--- config.mk ---
export PLATFORM = sky130hd
export DESIGN_NAME = instruction_memory_loader
export DESIGN_NICKNAME = d
export VERILOG_FILES = /design/src/rtl/instruction_memory_loader.sv
export SDC_FILE = /design/constraint.sdc
export NUM_CORES = 1
export LEC_CHECK = 0
export ABC_AREA = 1
export CORE_MARGIN = 4
export CORE_UTILIZATION = 48
export CTS_BUF_LIST = sky130_fd_sc_hd__clkbuf_2 sky130_fd_sc_hd__clkbuf_4 sky130_fd_sc_hd__clkbuf_8
export DETAILED_ROUTE_END_ITERATION = 8
export HOLD_SLACK_MARGIN = 0.12
export PLACE_DENSITY_LB_ADDON = 0.2
export SYNTH_ARGS = -nofsm -noshare
export SYNTH_HDL_FRONTEND = slang
export SYNTH_SLANG_ARGS = --single-unit
--- constraint.sdc ---
create_clock -name system_clock -period 3.1 [get_ports system_clock]
set_clock_uncertainty 0.05 [all_clocks]
set_input_delay 0.93 -clock system_clock [delete_from_list [all_inputs] [get_ports system_clock]]
set_output_delay 0.93 -clock system_clock [all_outputs]
set_load 0.02 [all_outputs]
--- src/rtl/instruction_memory_loader.sv ---
// Boot loader: length-prefixed big-endian byte stream -> 32-bit instruction memory writes from address 0.
// One write cycle per 4 accepted bytes; byte_ready drops in IDLE and WRITE, and the loader waits indefinitely on byte_valid.
module instruction_memory_loader #(
  parameter int ADDRESS_WIDTH = 10,
  parameter int DEPTH         = 1024
) (
  input  logic                     system_clock,
  input  logic                     reset,
  input  logic                     start,
  input  logic                     byte_valid,
  input  logic [7:0]               byte_data,
  output logic                     byte_ready,
  output logic                     write_enable,
  output logic [ADDRESS_WIDTH-1:0] write_address,
  output logic [31:0]              write_data,
  output logic                     busy,
  output logic                     done,
  output logic                     overflow,
  output logic                     cpu_hold
);

  typedef enum logic [2:0] {IDLE, LEN_HI, LEN_LO, DATA, WRITE} state_t;

  localparam logic [16:0] DEPTH_W = 17'(DEPTH);

  state_t      state, state_next;
  logic [15:0] length;
  logic [15:0] word_index;
  logic [1:0]  byte_count;
  logic [31:0] assembly;
  logic        accept;
  logic        in_range;
  logic        last_word;

  assign accept    = byte_valid && byte_ready;
  assign in_range  = {1'b0, word_index} < DEPTH_W;
  assign last_word = ({1'b0, word_index} + 17'd1) == {1'b0, length};

  always_ff @(posedge system_clock or posedge reset) begin
    if (reset) state <= IDLE;
    else       state <= state_next;
  end

  always_comb begin
    state_next   = state;
    byte_ready   = 1'b0;
    write_enable = 1'b0;
    busy         = 1'b1;
    case (state)
      IDLE: begin
        busy = 1'b0;
        if (start) state_next = LEN_HI;
      end
      LEN_HI: begin
        byte_ready = 1'b1;
        if (accept) state_next = LEN_LO;
      end
      LEN_LO: begin
        byte_ready = 1'b1;
        if (accept) state_next = ({length[15:8], byte_data} == 16'd0) ? IDLE : DATA;
      end
      DATA: begin
        byte_ready = 1'b1;
        if (accept && byte_count == 2'd3) state_next = WRITE;
      end
      WRITE: begin
        write_enable = in_range;
        state_next   = last_word ? IDLE : DATA;
      end
      default: state_next = IDLE;
    endcase
  end

  // Out-of-range words still advance word_index so the stream is consumed in full.
  always_ff @(posedge system_clock or posedge reset) begin
    if (reset) begin
      length     <= 16'd0;
      word_index <= 16'd0;
      byte_count <= 2'd0;
      assembly   <= 32'd0;
      done       <= 1'b0;
      overflow   <= 1'b0;
    end else begin
      case (state)
        IDLE: begin
          if (start) begin
            done       <= 1'b0;
            overflow   <= 1'b0;
            word_index <= 16'd0;
          end
        end
        LEN_HI: begin
          if (accept) length[15:8] <= byte_data;
        end
        LEN_LO: begin
          if (accept) begin
            length[7:0] <= byte_data;
            byte_count  <= 2'd0;
            if ({length[15:8], byte_data} == 16'd0) done <= 1'b1;
          end
        end
        DATA: begin
          if (accept) begin
            assembly   <= {assembly[23:0], byte_data};
            byte_count <= byte_count + 2'd1;
          end
        end
        WRITE: begin
          if (!in_range) overflow <= 1'b1;
          word_index <= word_index + 16'd1;
          byte_count <= 2'd0;
          if (last_word) done <= 1'b1;
        end
        default: ;
      endcase
    end
  end

  assign write_address = ADDRESS_WIDTH'(word_index);
  assign write_data    = assembly;
  assign cpu_hold      = !done;

endmodule

==> impl_metrics.tcl, run 1 <==
set metrics [dict create \
    via_count 3164 \
    ys.flop_type "dfrtp_1" \
    cts_resized 0 \
    place_hpwl_um 6230 \
    worstPathRequired_ps 2120 \
    status "completed" \
    cp.arrival_ps 2000 \
    layout.nets 525 \
    mostFrequentLayoutCells "nand2_1 (140), dfrtp_1 (71), clkdlybuf4s50_1 (59)" \
    hold_path.class "reg -> reg" \
    postRouteAntennaNets 0 \
    path_max_fanout 5 \
    dieArea_um2 8980 \
    final_max_slew_viol_count 0 \
    synth.distinct_cells 29 \
    area_growth_pct 23.1 \
    totalWireLength_um 8450 \
    postSynthCellCount 457 \
    row_count 31 \
    dr.first_iter.drc_count 180 \
    final_area_um2 4450 \
    drv_cap 0 \
    antenna_cells 0 \
    grt_pass1_wl_um 14300 \
    port_buffers 59 \
    period_minus_slack_ps 2980 \
    clk_pin_slew_ps 70 \
    cts.hold.buffers_added 0 \
    drive_gt1_frac 0.0814 \
    start_util 0.495 \
    cts_setup_buffers 0 \
    max_freq_ghz 0.336 \
    netlist_area_um2 3610 \
    relSlewSlack 0.330 \
    critPathLaunchType "register" \
    synth-edff-count 0 \
    fp.dieH_um 94.8 \
    h-tree-depth 3 \
    final-setup-viol-count 0 \
    hold_violations 0 \
    final_common_cell "nand2_1" \
    cts_tree "yes" \
    drc 0 \
    peakVddDrop_v 0.000572 \
    wl_per_cell_um 13.7 \
    synth_seq_area_share 0.492 \
    die_w_um 94.8 \
    synth_nets 471 \
    cts-root-buf "clkbuf_8" \
    power_density_nw_per_um2 902 \
    grt_pass1_vias 3072 \
    cts_sinks 71 \
    hold_slack_ps 442 \
    via_per_inst 5.14 \
    place_area_um2 4240 \
    routabilityCongestion 0.880 \
    setup.worst_path.class "reg -> out" \
    clk_path_buf_depth 2 \
    overflow 0 \
    clk-insertion-delay-late_ps 340 \
    synth_seq_cells 71 \
    ios 60 \
    power.leakage_nw 2.08 \
    fin_util 0.610 \
    antenna_found_initial 0 \
    power_mw 4.01 \
    ys.warnings.count 0 \
    cp-end-kind "primary output" \
    cts_made_buffers 9 \
    rsz0062_at_grt "no" \
    avgSynthCellArea_um2 7.90 \
    grt_max_degree 42 \
    async_flop_share 1.00 \
    fin_crit_sh 0.960 \
    grt_use_total 0.205 \
    coreArea_um2 7290 \
    finalSetupTns_ps 0 \
    tightestPinTransition_ps 1000 \
    drtPass1Iterations 5 \
]
[final cells by class]
cell class | count | area (um^2)
inverter | 57 | 214
timing repair buffer | 63 | 621
sequential | 71 | 1780
clock buffer | 11 | 145
fill | 656 | 2850
tap | 99 | 124
clock inverter | 5 | 57.6
multi-input combinational | 309 | 1510
[report_power, final]
part	switching [mW]	leakage, nW	internal [mW]
registers	0.299	0.925	1.26
clock network	0.351	0.107	0.403
logic	0.955	1.04	0.739
total	1.61	2.08	2.41
[stage by stage]
stage,setup WS [ps],instances
after detailed placement,362,599
after global routing,47.8,615
final,125,615
after global placement,430,599
after floorplan,323,457
after CTS,104,615
[kinds of logic after synthesis]
logic type / Yosys count / synth area share
AND/OR/NAND/NOR: 230 / 0.287
buffers and inverters: 77 / 0.0904
AO/OA/AOI/OAI: 71 / 0.105
flip-flops: 71 / 0.492
XOR/XNOR: 6 / 0.0187
adder cells (fa/ha/maj): 2 / 0.00693
[critical path, cell delays in order, from the launching register on]
cell and delay, ps:
dfrtp_1 430, nor4_1 380, nand4_1 130, inv_1 110
clkdlybuf4s50_1 600
[sequential cells by signal, indices dropped and copies added (netlist names)]
register	cells
word_index	16
done	1
length	16
overflow	1
state	3
write_data	32
byte_count	2
[final timing paths]
check                               startpoint              to  slack (ps)  depth (start not counted)
worst max-delay path            word_index[12]    write_enable         120                          4
worst min-delay path            write_data[29]  write_data[29]         440                          2
worst max register to register   word_index[0]        state[0]         850                         16
worst min register to register  write_data[29]  write_data[29]         440                          2
max in group asynchronous                reset   write_data[4]        1650                          3
min in group asynchronous                reset  write_data[15]         690                          2
[synth_stat cells (all sizes together) (2+ instances only)]
| cell type | n | area (um^2) |
|---|---|---|
| or2 | 3 | 18.8 |
| xor2 | 4 | 35.0 |
| ha | 2 | 25.0 |
| inv | 57 | 214 |
| nor2 | 33 | 169 |
| nor4 | 5 | 31.3 |
| a21oi | 3 | 15.0 |
| o21ai | 55 | 275 |
| nand3b | 4 | 30.0 |
| o22ai | 11 | 68.8 |
| nand2 | 147 | 579 |
| buf | 10 | 75.1 |
| nand3 | 29 | 155 |
| clkbuf | 10 | 37.5 |
| nand4 | 8 | 50.1 |
| dfrtp | 71 | 1780 |
[layer usage]
layer | GRT usage | wire (um) | vias to the layer above
met4 | 0.0925 | 145 | 0
met2 | 0.318 | 3880 | 87
met5 | 0 | 0 | -
li1 | - | - | 1571
met3 | 0.0510 | 589 | 10
met1 | 0.273 | 3840 | 1496
No activity file was read; power rests on OpenSTA's default activity.
==> inputs of run 2 (changes only) <==
--- a/config.mk
+++ b/config.mk
@@ -6,8 +6,10 @@
 export NUM_CORES = 1
 export LEC_CHECK = 0
 export ABC_AREA = 1
+export CELL_PAD_IN_SITES_DETAIL_PLACEMENT = 0
+export CELL_PAD_IN_SITES_GLOBAL_PLACEMENT = 1
 export CORE_MARGIN = 4
-export CORE_UTILIZATION = 48
+export CORE_UTILIZATION = 41
 export CTS_BUF_LIST = sky130_fd_sc_hd__clkbuf_2 sky130_fd_sc_hd__clkbuf_4 sky130_fd_sc_hd__clkbuf_8
 export DETAILED_ROUTE_END_ITERATION = 8
 export HOLD_SLACK_MARGIN = 0.12
==> run 2 against run 1 <==
Against the previous run:
- via count fell by 2.9%
- wire length rose by 5.0%
- sequential cell count is the same
- maximum frequency up 9.3%
- worst hold slack got worse by 12 ps
- die area increased by 16%
- setup slack gained 250 ps
- final cell count is 1.3% higher
- design area grew 1.5%
- highest routed layer unchanged
==> impl_metrics.tcl, run 2 (synthesis results as in run 1) <==
set metrics [dict create \
    fin_cells 623 \
    drv_cap 0 \
    final_common_cell "nand2_1" \
    fp.dieH_um 102 \
    peakVddDrop_v 0.000635 \
    port_buffers 59 \
    postRouteAntennaNets 0 \
    clk_path_buf_depth 2 \
    hold_depth 2 \
    finalSetupTns_ps 0 \
    cts-root-buf "clkbuf_8" \
    antenna_cells 0 \
    totalWireLength_um 8880 \
    mostFrequentLayoutCells "nand2_1 (140), dfrtp_1 (71), clkdlybuf4s50_1 (58)" \
    start_util 0.431 \
    critPathLaunchType "register" \
    routabilityCongestion 0.839 \
    cpPeakStageDelay_ps 540 \
    hold_path.class "reg -> reg" \
    row_count 33 \
    drive_gt1_frac 0.0869 \
    overflow 0 \
    clk_pin_slew_ps 80 \
    critPathSlowestCell "clkdlybuf4s50_1" \
    h-tree-depth 3 \
    hold_violations 0 \
    drtPass1Iterations 4 \
    rsz0062_at_grt "no" \
    dieArea_um2 10400 \
    power_density_nw_per_um2 909 \
    worstPathRequired_ps 2120 \
    grt_max_degree 41 \
    place_hpwl_um 6470 \
    cts_made_buffers 9 \
    max_freq_ghz 0.367 \
    cts_setup_buffers 0 \
    via_per_inst 4.93 \
    p_seq_frac 0.383 \
    p_clk_frac 0.203 \
    ff2ff_path_depth 14 \
    wl_per_cell_um 14.3 \
    final_max_slew_viol_count 0 \
    relSlewSlack 0.585 \
    dr.first_iter.drc_count 150 \
    cts.hold.buffers_added 0 \
    path_max_fanout 3 \
    grt_pass1_wl_um 15200 \
    nFillCells 819 \
    power_frac_comb 0.415 \
    status "completed" \
    tightestPinTransition_ps 622 \
    area_growth_pct 24.9 \
    p_switching_mw 1.62 \
    p_int_mw 2.48 \
    cts_sinks 71 \
    path_cells "nor2_1 -> inv_1 -> nor2_1 -> inv_1 -> clkdlybuf4s50_1" \
    fin_crit_sh 0.878 \
    antenna_found_initial 0 \
    cts_tree "yes" \
    grt_pass1_vias 3136 \
    ios 60 \
    cp-end-kind "primary output" \
    layout.nets 527 \
    power.leakage_nw 2.11 \
    final-setup-viol-count 0 \
    drc 0 \
    cts_resized 0 \
    coreArea_um2 8380 \
    grt_use_total 0.187 \
    clk-insertion-delay-late_ps 350 \
    largest_reg_flops 32 \
    via_count 3072 \
    setup.worst_path.class "reg -> out" \
    sw_frac_of_total 0.395 \
    cp.arrival_ps 1740 \
    dp.cells 607 \
    die_w_um 102 \
    period_minus_slack_ps 2720 \
]
==> run 2: routing by layer <==
metal | GRT usage | up-vias | share of wire
met5 | 0 | - | 0
met4 | 0.0616 | 0 | 0.023
met2 | 0.289 | 70 | 0.44
met3 | 0.0594 | 14 | 0.057
met1 | 0.253 | 1418 | 0.48
li1 | - | 1570 | -
==> run 2: through the flow <==
step	instance area, um^2	power (mW)	worst slack, ps	util	hold WS, ps
2_1_floorplan	3610	2.55	323	-	407
3_3_place_gp	4280	3.27	456	0.511	402
3_5_place_dp	4280	3.30	463	0.511	414
4_1_cts	4500	4.15	83.4	0.537	434
5_1_grt	4510	4.42	213	0.538	468
6_report	4510	4.10	378	0.538	430
==> run 2: path summary, 6_finish.rpt <==
check,start,to,slack (ps)
worst min register to register,write_data[30],write_data[30],430
min in group asynchronous,reset,write_data[30],930
worst max-delay path,state[1],busy,380
max in group asynchronous,reset,state[2],1440
worst min-delay path,write_data[30],write_data[30],430
worst max register to register,word_index[0],state[0],900
==> run 2: cell type report <==
| class | count | area (um^2) | share of cell area |
|---|---|---|---|
| clock buffer | 10 | 131 | 0.0291 |
| sequential | 71 | 1780 | 0.394 |
| multi-input combinational | 309 | 1520 | 0.336 |
| inverter | 57 | 214 | 0.0474 |
| timing repair buffer | 65 | 651 | 0.144 |
| tap | 105 | 131 | 0.0291 |
| clock inverter | 6 | 92.6 | 0.0205 |
==> run 2: power by group through the flow <==
stage,Sequential [mW],Clock (mW),Combinational (mW)
6_report,1.57,0.831,1.70
5_1_grt,1.63,0.888,1.90
4_1_cts,1.57,0.851,1.73
3_5_place_dp,1.57,0,1.73
3_3_place_gp,1.57,0,1.70
2_1_floorplan,1.74,0,0.809
==> run 2: critical path, delay by kind of cell (launching register included) <==
| family | cells | cell delay (ps) |
|---|---|---|
| buffers and inverters | 3 | 700 |
| flip-flops | 1 | 390 |
| AND/OR/NAND/NOR | 2 | 300 |
==> inputs of run 3 (changes only) <==
--- a/config.mk
+++ b/config.mk
@@ -6,10 +6,9 @@
 export NUM_CORES = 1
 export LEC_CHECK = 0
 export ABC_AREA = 1
-export CELL_PAD_IN_SITES_DETAIL_PLACEMENT = 0
-export CELL_PAD_IN_SITES_GLOBAL_PLACEMENT = 1
-export CORE_MARGIN = 4
-export CORE_UTILIZATION = 41
+export CELL_PAD_IN_SITES_DETAIL_PLACEMENT = 1
+export CELL_PAD_IN_SITES_GLOBAL_PLACEMENT = 2
+export CORE_UTILIZATION = 32
 export CTS_BUF_LIST = sky130_fd_sc_hd__clkbuf_2 sky130_fd_sc_hd__clkbuf_4 sky130_fd_sc_hd__clkbuf_8
 export DETAILED_ROUTE_END_ITERATION = 8
 export HOLD_SLACK_MARGIN = 0.12
==> run 3 against run 2 <==
Against the previous run:
- global-route usage fell by 0.077 points
- critical endpoint unchanged
- first-iteration DRC count shrank 33%
- non-clock buffer count unchanged
- largest power group unchanged
==> impl_metrics.tcl, run 3 (synthesis results as in run 1) <==
set metrics [dict create \
    antenna_found_initial 0 \
    r2r-end "state[0]" \
    totalWireLength_um 10000 \
    final-setup-viol-count 0 \
    grt_use_total 0.187 \
    r2r_start "word_index[0]" \
    worstPathRequired_ps 2120 \
    overflow 0 \
    tightestPinTransition_ps 543 \
    multi_input_area_um2 1510 \
    critPathSlowestCell "clkdlybuf4s50_1" \
    path_max_fanout 3 \
    via_count 3137 \
    clk_path_buf_depth 2 \
    cp-end-kind "primary output" \
    start_util 0.330 \
    die_w_um 108 \
    pre_cts_ws_ps 552 \
    cts_sinks 71 \
    drtPass1Iterations 4 \
    row_count 38 \
    coreArea_um2 10900 \
    dr.first_iter.drc_count 101 \
    ios 60 \
    cts_tree "yes" \
    hold_start "write_data[30]" \
    final_common_cell "nand2_1" \
    wl_per_cell_um 15.2 \
    ff2ff_path_depth 14 \
    timing.reg2reg.setup_slack_ps 760 \
    grt_max_degree 42 \
    fin_crit_sh 0.890 \
    cts_resized 0 \
    p_clk_frac 0.180 \
    max_freq_ghz 0.362 \
    grt_pass1_vias 3294 \
    place_hpwl_um 7500 \
    hold_depth 2 \
    nFillCells 1366 \
    critPathLaunchType "register" \
    fin_util 0.412 \
    dieArea_um2 11700 \
    drv_cap 0 \
    worst_slack_ps 341 \
    routabilityCongestion 0.788 \
    power_density_nw_per_um2 893 \
    power_frac_comb 0.430 \
    drc 0 \
    setup.worst_path.class "reg -> out" \
    cts.hold.buffers_added 0 \
    drive_gt1_frac 0.0849 \
    cts_made_buffers 9 \
    layout.nets 527 \
    power.leakage_nw 2.09 \
    rsz0062_at_grt "no" \
    via_per_inst 4.77 \
    status "completed" \
    clk-insertion-delay-late_ps 350 \
    mostFrequentLayoutCells "nand2_1 (140), dfrtp_1 (71), clkdlybuf4s50_1 (58)" \
    hold_path.class "reg -> reg" \
    h-tree-depth 3 \
    worstHoldEndpoint "write_data[30]" \
    sw_frac_of_total 0.419 \
    p_switching_mw 1.68 \
    period_minus_slack_ps 2760 \
    cpPeakStageDelay_ps 540 \
    final_max_slew_viol_count 0 \
    largest_reg_flops 32 \
    fp.dieH_um 108 \
    area_growth_pct 24.6 \
    cts_setup_buffers 0 \
    p_seq_frac 0.391 \
    path_cells "nor2_1 -> inv_1 -> nor2_1 -> inv_1 -> clkdlybuf4s50_1" \
    postRouteAntennaNets 0 \
    finalSetupTns_ps 0 \
    p_int_mw 2.34 \
    peakVddDrop_v 0.000417 \
    hold_slack_ps 432 \
    antenna_cells 0 \
    seq_area_um2 1780 \
    cts-root-buf "clkbuf_8" \
    cp.arrival_ps 1780 \
    hold_violations 0 \
    relSlewSlack 0.638 \
    clk_pin_slew_ps 90 \
    port_buffers 59 \
    grt_pass1_wl_um 16700 \
]
-- run 3: power groups by stage --
stage | clock, mW | sequential (mW) | combinational, mW
detailed placement | 0 | 1.58 | 1.75
global route | 0.777 | 1.62 | 1.93
finish | 0.722 | 1.57 | 1.73
global placement | 0 | 1.58 | 1.72
CTS | 0.745 | 1.58 | 1.76
floorplan | 0 | 1.74 | 0.809
-- run 3: area by class of cell --
class                   count  share of cell area
clock buffers              10              0.0306
clock inverters             6              0.0114
inverters                  57              0.0475
multi-input cells         309               0.335
flip-flops and latches     71               0.395
well taps                 140              0.0389
repair buffers             65               0.142
-- run 3: layer usage --
metal / track usage / wire length [um]
met4: 0.0528 / 124
met5: 0 / 0
met2: 0.309 / 4680
met1: 0.244 / 4830
met3: 0.0410 / 378
-- run 3: per-stage QoR --
| stage | instances | instance area, um^2 | total power [mW] |
|---|---|---|---|
| 2_1_floorplan | 457 | 3610 | 2.55 |
| 3_3_place_gp | 642 | 4310 | 3.30 |
| 3_5_place_dp | 642 | 4310 | 3.34 |
| 4_1_cts | 658 | 4500 | 4.08 |
| 5_1_grt | 658 | 4500 | 4.33 |
| 6_report | 658 | 4500 | 4.02 |
-- run 3: worst max path at each step --
| stage | startpoint | end | depth (start not counted) |
|---|---|---|---|
| 2_1_floorplan | reset | byte_count[0] | 1 |
| 3_5_place_dp | state[1] | write_enable | 6 |
| 6_report | state[1] | busy | 5 |
| 3_3_place_gp | state[1] | write_enable | 6 |
| 5_1_grt | state[1] | busy | 5 |
| 4_1_cts | state[1] | write_enable | 6 |
-- run 3: critical path, delay by kind of cell (launching register included) --
| family | cells | cell delay [ps] |
|---|---|---|
| DFF | 1 | 400 |
| and+or+nand+nor | 2 | 320 |
| buffers and inverters | 3 | 710 |
==> edit 1, RTL diff (settings of run 2) <==
Set the parameter `ADDRESS_WIDTH` to 9 (it was 10).
--- a/src/rtl/instruction_memory_loader.sv
+++ b/src/rtl/instruction_memory_loader.sv
@@ -3,3 +3,3 @@
 module instruction_memory_loader #(
-  parameter int ADDRESS_WIDTH = 10,
+  parameter int ADDRESS_WIDTH = 9,
   parameter int DEPTH         = 1024
Interface: changed (resized write_address); port bits go from 60 to 59. No check against the original RTL was run, so the function may have changed too.
==> edit 1 against run 2 <==
Wire length stayed put; count of clock-buffer cells in the layout stayed put; sequential cell count stayed put; area after synthesis is 0.21% lower; core utilization is 0.45 points lower; total power is 3.1% lower; global-route usage hardly changed; die area is 0.20% lower; critical path type unchanged; setup slack worse by 0.018 ns; highest routed layer unchanged; final area is 0.83% lower; register-to-register slack better by 0.02 ns.
==> edit 1: results (changes against run 2) <==
Outcome - finished, final reports clean
Placement Cell Area - 4280 µm² (about the same)
Pre-antenna DRT Iters - 5 (+1)
Number of vias in the routed layout - 3050 (-0.72%)
Initial antenna violation count - 0 (unchanged)
Antenna fix cells - 0 (unchanged)
Drt initial violations - 183 (+22%)
Largest cells by area after synthesis - dfrtp_1 49%, nand2_1 15%, o21ai_0 6.9%
Layout cells sized above 1 - 8.88% (+0.19 points)
Final wirelength - 8880 µm (unchanged)
CP Max Fanout - 3 (unchanged)
Worst skew pair latency - 0.35 ns (about the same)
Synth Flop Type - dfrtp_1
Largest net degree at the start of global routing - 42 (+2.4%)
Tot GR Track Use - 18.7% (about the same)
Max IR drop VDD - 0.529 mV (-17%)
First-pass GRT wire length - 15000 µm (-1.2%)
Filler instances - 796 (-2.8%)
Inserted Clock Buffers - 9 (unchanged)
Leakage - 2.10 nW (-0.55%)
Port Buf Inserts - 58 (-1.7%)
Nets - 527 (unchanged)
Syn_nets - 470 (-0.21%)
Clock Pin Slew Worst Setup and Hold Paths - 0.08 ns (about the same)
Sequential element share of the synthesized area - 49.3% (+0.10 points)
Max reg flops - 32 (unchanged)
Post-DP HPWL - 6590 µm (+2.0%)
Slew at the pin closest to its max-slew limit - 0.505 ns (-0.117 ns)
Cell internal power dissipation - 2.34 mW (-5.8%)
Yosys cell types - 29 (unchanged)
Root Driver - clkbuf_8
Critical Path AT - 1.76 ns (+0.02 ns)
Ys async rst share - 100% (unchanged)
Worst Hold Class - flip-flop to flip-flop
Worst slack at placement - 0.477 ns (+0.0145 ns)
Gp weighted congestion - 0.872 (+3.9%)
==> edit 1: logic make-up (layout without fill, tap and decap cells) <==
group	count (synthesis)	after routing	synth area share, %
AO/OA/AOI/OAI	71	71	10.5
XOR/XNOR	6	6	1.87
adder cells (fa/ha/maj)	2	2	0.694
buffers and inverters	76	138	8.85
flip-flops	71	71	49.3
AND/OR/NAND/NOR	230	230	28.8
==> edit 1: critical path: stages, from the launching register on <==
cell,delay [ns]
dfrtp_1,0.40
nor2_1,0.17
inv_1,0.08
nor2_1,0.15
inv_1,0.08
clkdlybuf4s50_1,0.54
==> edit 1: final timing paths <==
path | from | endpoint | slack, ns | cells after the start
max | state[1]$_DFFE_PP0P_ | busy | 0.36 | 5
min | write_data[31]$_DFFE_PP0P_ | write_data[31]$_DFFE_PP0P_ | 0.43 | 2
max reg2reg | word_index[0]$_DFFE_PP0P_ | state[0]$_DFFE_PP0P_ | 0.92 | 16
min reg2reg | write_data[31]$_DFFE_PP0P_ | write_data[31]$_DFFE_PP0P_ | 0.43 | 2
max in group asynchronous | reset | overflow$_DFFE_PP0P_ | 1.62 | 3
min in group asynchronous | reset | write_data[7]$_DFFE_PP0P_ | 0.84 | 2
==> edit 1: area by class of cell <==
| cell class | instances | area, µm² | share of cell area, % |
|---|---|---|---|
| sequential | 71 | 1780 | 39.7 |
| multi-input combinational | 309 | 1520 | 33.9 |
| timing repair buffer | 65 | 648 | 14.5 |
| inverter | 57 | 214 | 4.78 |
| clock buffer | 10 | 138 | 3.08 |
| tap | 105 | 131 | 2.94 |
| clock inverter | 6 | 51.3 | 1.15 |
==> edit 1: power by group through the flow <==
stage	Sequential (mW)	Combinational, mW	Clock, mW
6_report	1.56	1.71	0.713
3_5_place_dp	1.57	1.73	0
3_3_place_gp	1.56	1.71	0
4_1_cts	1.56	1.74	0.740
5_1_grt	1.62	1.91	0.775
2_1_floorplan	1.74	0.809	0
==> edit 1: per-layer routing <==
layer  wire length [µm]  vias up  track usage [%]
li1                   -     1571                -
met1               4290     1407             25.1
met2               4000       61             29.6
met3                444       11             4.48
met4                142        0             6.95
met5                  0        -                0
==> edit 1: repair_timing <==
action | in CTS | in global routing
setup endpoints to repair | 0 | 1
buffers inserted | 0 | 0
resized for setup | 0 | 2
==> edit 1: per-stage QoR <==
stage	std cells	hold WS, ns
2_1_floorplan	456	0.407
3_3_place_gp	607	0.403
3_5_place_dp	607	0.415
4_1_cts	623	0.437
5_1_grt	623	0.464
6_report	623	0.429
==> edit 2, RTL diff (config.mk and constraints of run 2) <==
Made on the original files. Encoding of `state_t`: now one-hot (5 bits for 5 states).
--- a/src/rtl/instruction_memory_loader.sv
+++ b/src/rtl/instruction_memory_loader.sv
@@ -21,3 +21,3 @@
 
-  typedef enum logic [2:0] {IDLE, LEN_HI, LEN_LO, DATA, WRITE} state_t;
+  typedef enum logic [4:0] {IDLE = 5'b00001, LEN_HI = 5'b00010, LEN_LO = 5'b00100, DATA = 5'b01000, WRITE = 5'b10000} state_t;
 
Behaviour: same outputs for any inputs over 10 cycles, from zero or initial values and one cycle with reset high; not proved beyond that.
==> edit 2 against run 2 <==
Register-to-register slack better by 0.03 ns; clock power up 10%; first-iteration DRC count down 22%; count of clock-buffer cells in the layout unchanged; sequential cell count up 2; setup slack worse by 0.058 ns; combinational power down 31%; final area up 2.1%; wire length up 2.7%; critical path type unchanged; area after synthesis up 2.0%; largest cell class unchanged; sequential share of layout area up 0.31 points; total power down 14%.
==> edit 2: results (changes against run 2) <==
Outcome - finished, final reports clean
Gp weighted congestion - 0.875 (+4.3%)
Post-synthesis xor/xnor area fraction - 0.713% (-1.2 points)
Post-DP HPWL - 6760 µm (+4.6%)
Post-placement cell count - 611 (+0.66%)
Sw Ratio - 35.2% (-4.3 points)
Routing usage on met1 - 26.6% (+1.3 points)
Slowest stage delay, CP - 0.62 ns (+0.08 ns)
Compound-cell area share of the yosys netlist - 9.78% (-0.68 points)
Worst-case hold path end point - byte_count[0]$_DFFE_PP0P_
Filler instances - 820 (+0.12%)
Tot GR Track Use - 19.0% (+0.25 points)
R2R Setup Slk - 0.93 ns (+0.03 ns)
Vias in the first global route - 3119 (-0.54%)
Yosys cell types - 28 (-3.4%)
Leakage - 2.21 nW (+4.9%)
Final period util - 89.7% (+1.9 points)
Nets - 528 (+0.19%)
Met3 usage - 5.07% (-0.86 points)
Post-DR vias/cell - 5.02 (+1.8%)
Largest cells by area after synthesis - dfrtp_1 49%, nand2_1 12%, inv_1 6.1%
Worst skew pair latency - 0.33 ns (-0.02 ns)
Drt wl/cell - 14.5 µm (+2.1%)
Worst Setup SP - state[2]$_DFFE_PP0P_
Post-route non-filler standard cell count - 627 (+0.64%)
Worst slew margin - 63.1% (+4.7 points)
First-pass GRT wire length - 15600 µm (+3.1%)
Largest net degree at the start of global routing - 59 (+44%)
Placement Cell Area - 4350 µm² (+1.6%)
Hold slack - 0.439 ns (+0.00979 ns)
Drt initial violations - 117 (-22%)
Length of routed met2 wiring - 4090 µm (+4.4%)
Layout cells sized above 1 - 8.86% (+0.18 points)
Post-synthesis mux area share - 2.72% (+2.7 points)
CP Max Fanout - 6 (+3)
Max IR drop VDD - 0.489 mV (-23%)
==> edit 2: changes by cell type after synthesis, sizes merged, moves of 2 or more <==
cell / change
nand2: -29
nor2: +12
nand4: +6
inv: +3
clkbuf: -2
o21ai: -10
mux2: +8
nand3: +7
a21oi: +8
buf: +2
==> edit 2: power groups by stage <==
stage                     combinational (mW)  sequential, mW  clock (mW)
final                                   1.18            1.43       0.917
after global routing                    1.34            1.48       0.985
after CTS                               1.19            1.43       0.939
after detailed placement                1.18            1.44           0
after global placement                  1.17            1.44           0
after floorplan                        0.557            1.55           0
==> edit 2: cell type report <==
| class | instances | area, µm² | area share, % |
|---|---|---|---|
| Inverter | 60 | 225 | 4.89 |
| Clock inverter | 6 | 115 | 2.50 |
| Multi-Input combinational cell | 307 | 1520 | 33.0 |
| Tap cell | 108 | 135 | 2.93 |
| Timing Repair Buffer | 63 | 651 | 14.1 |
| Sequential cell | 73 | 1830 | 39.7 |
| Clock buffer | 10 | 131 | 2.85 |
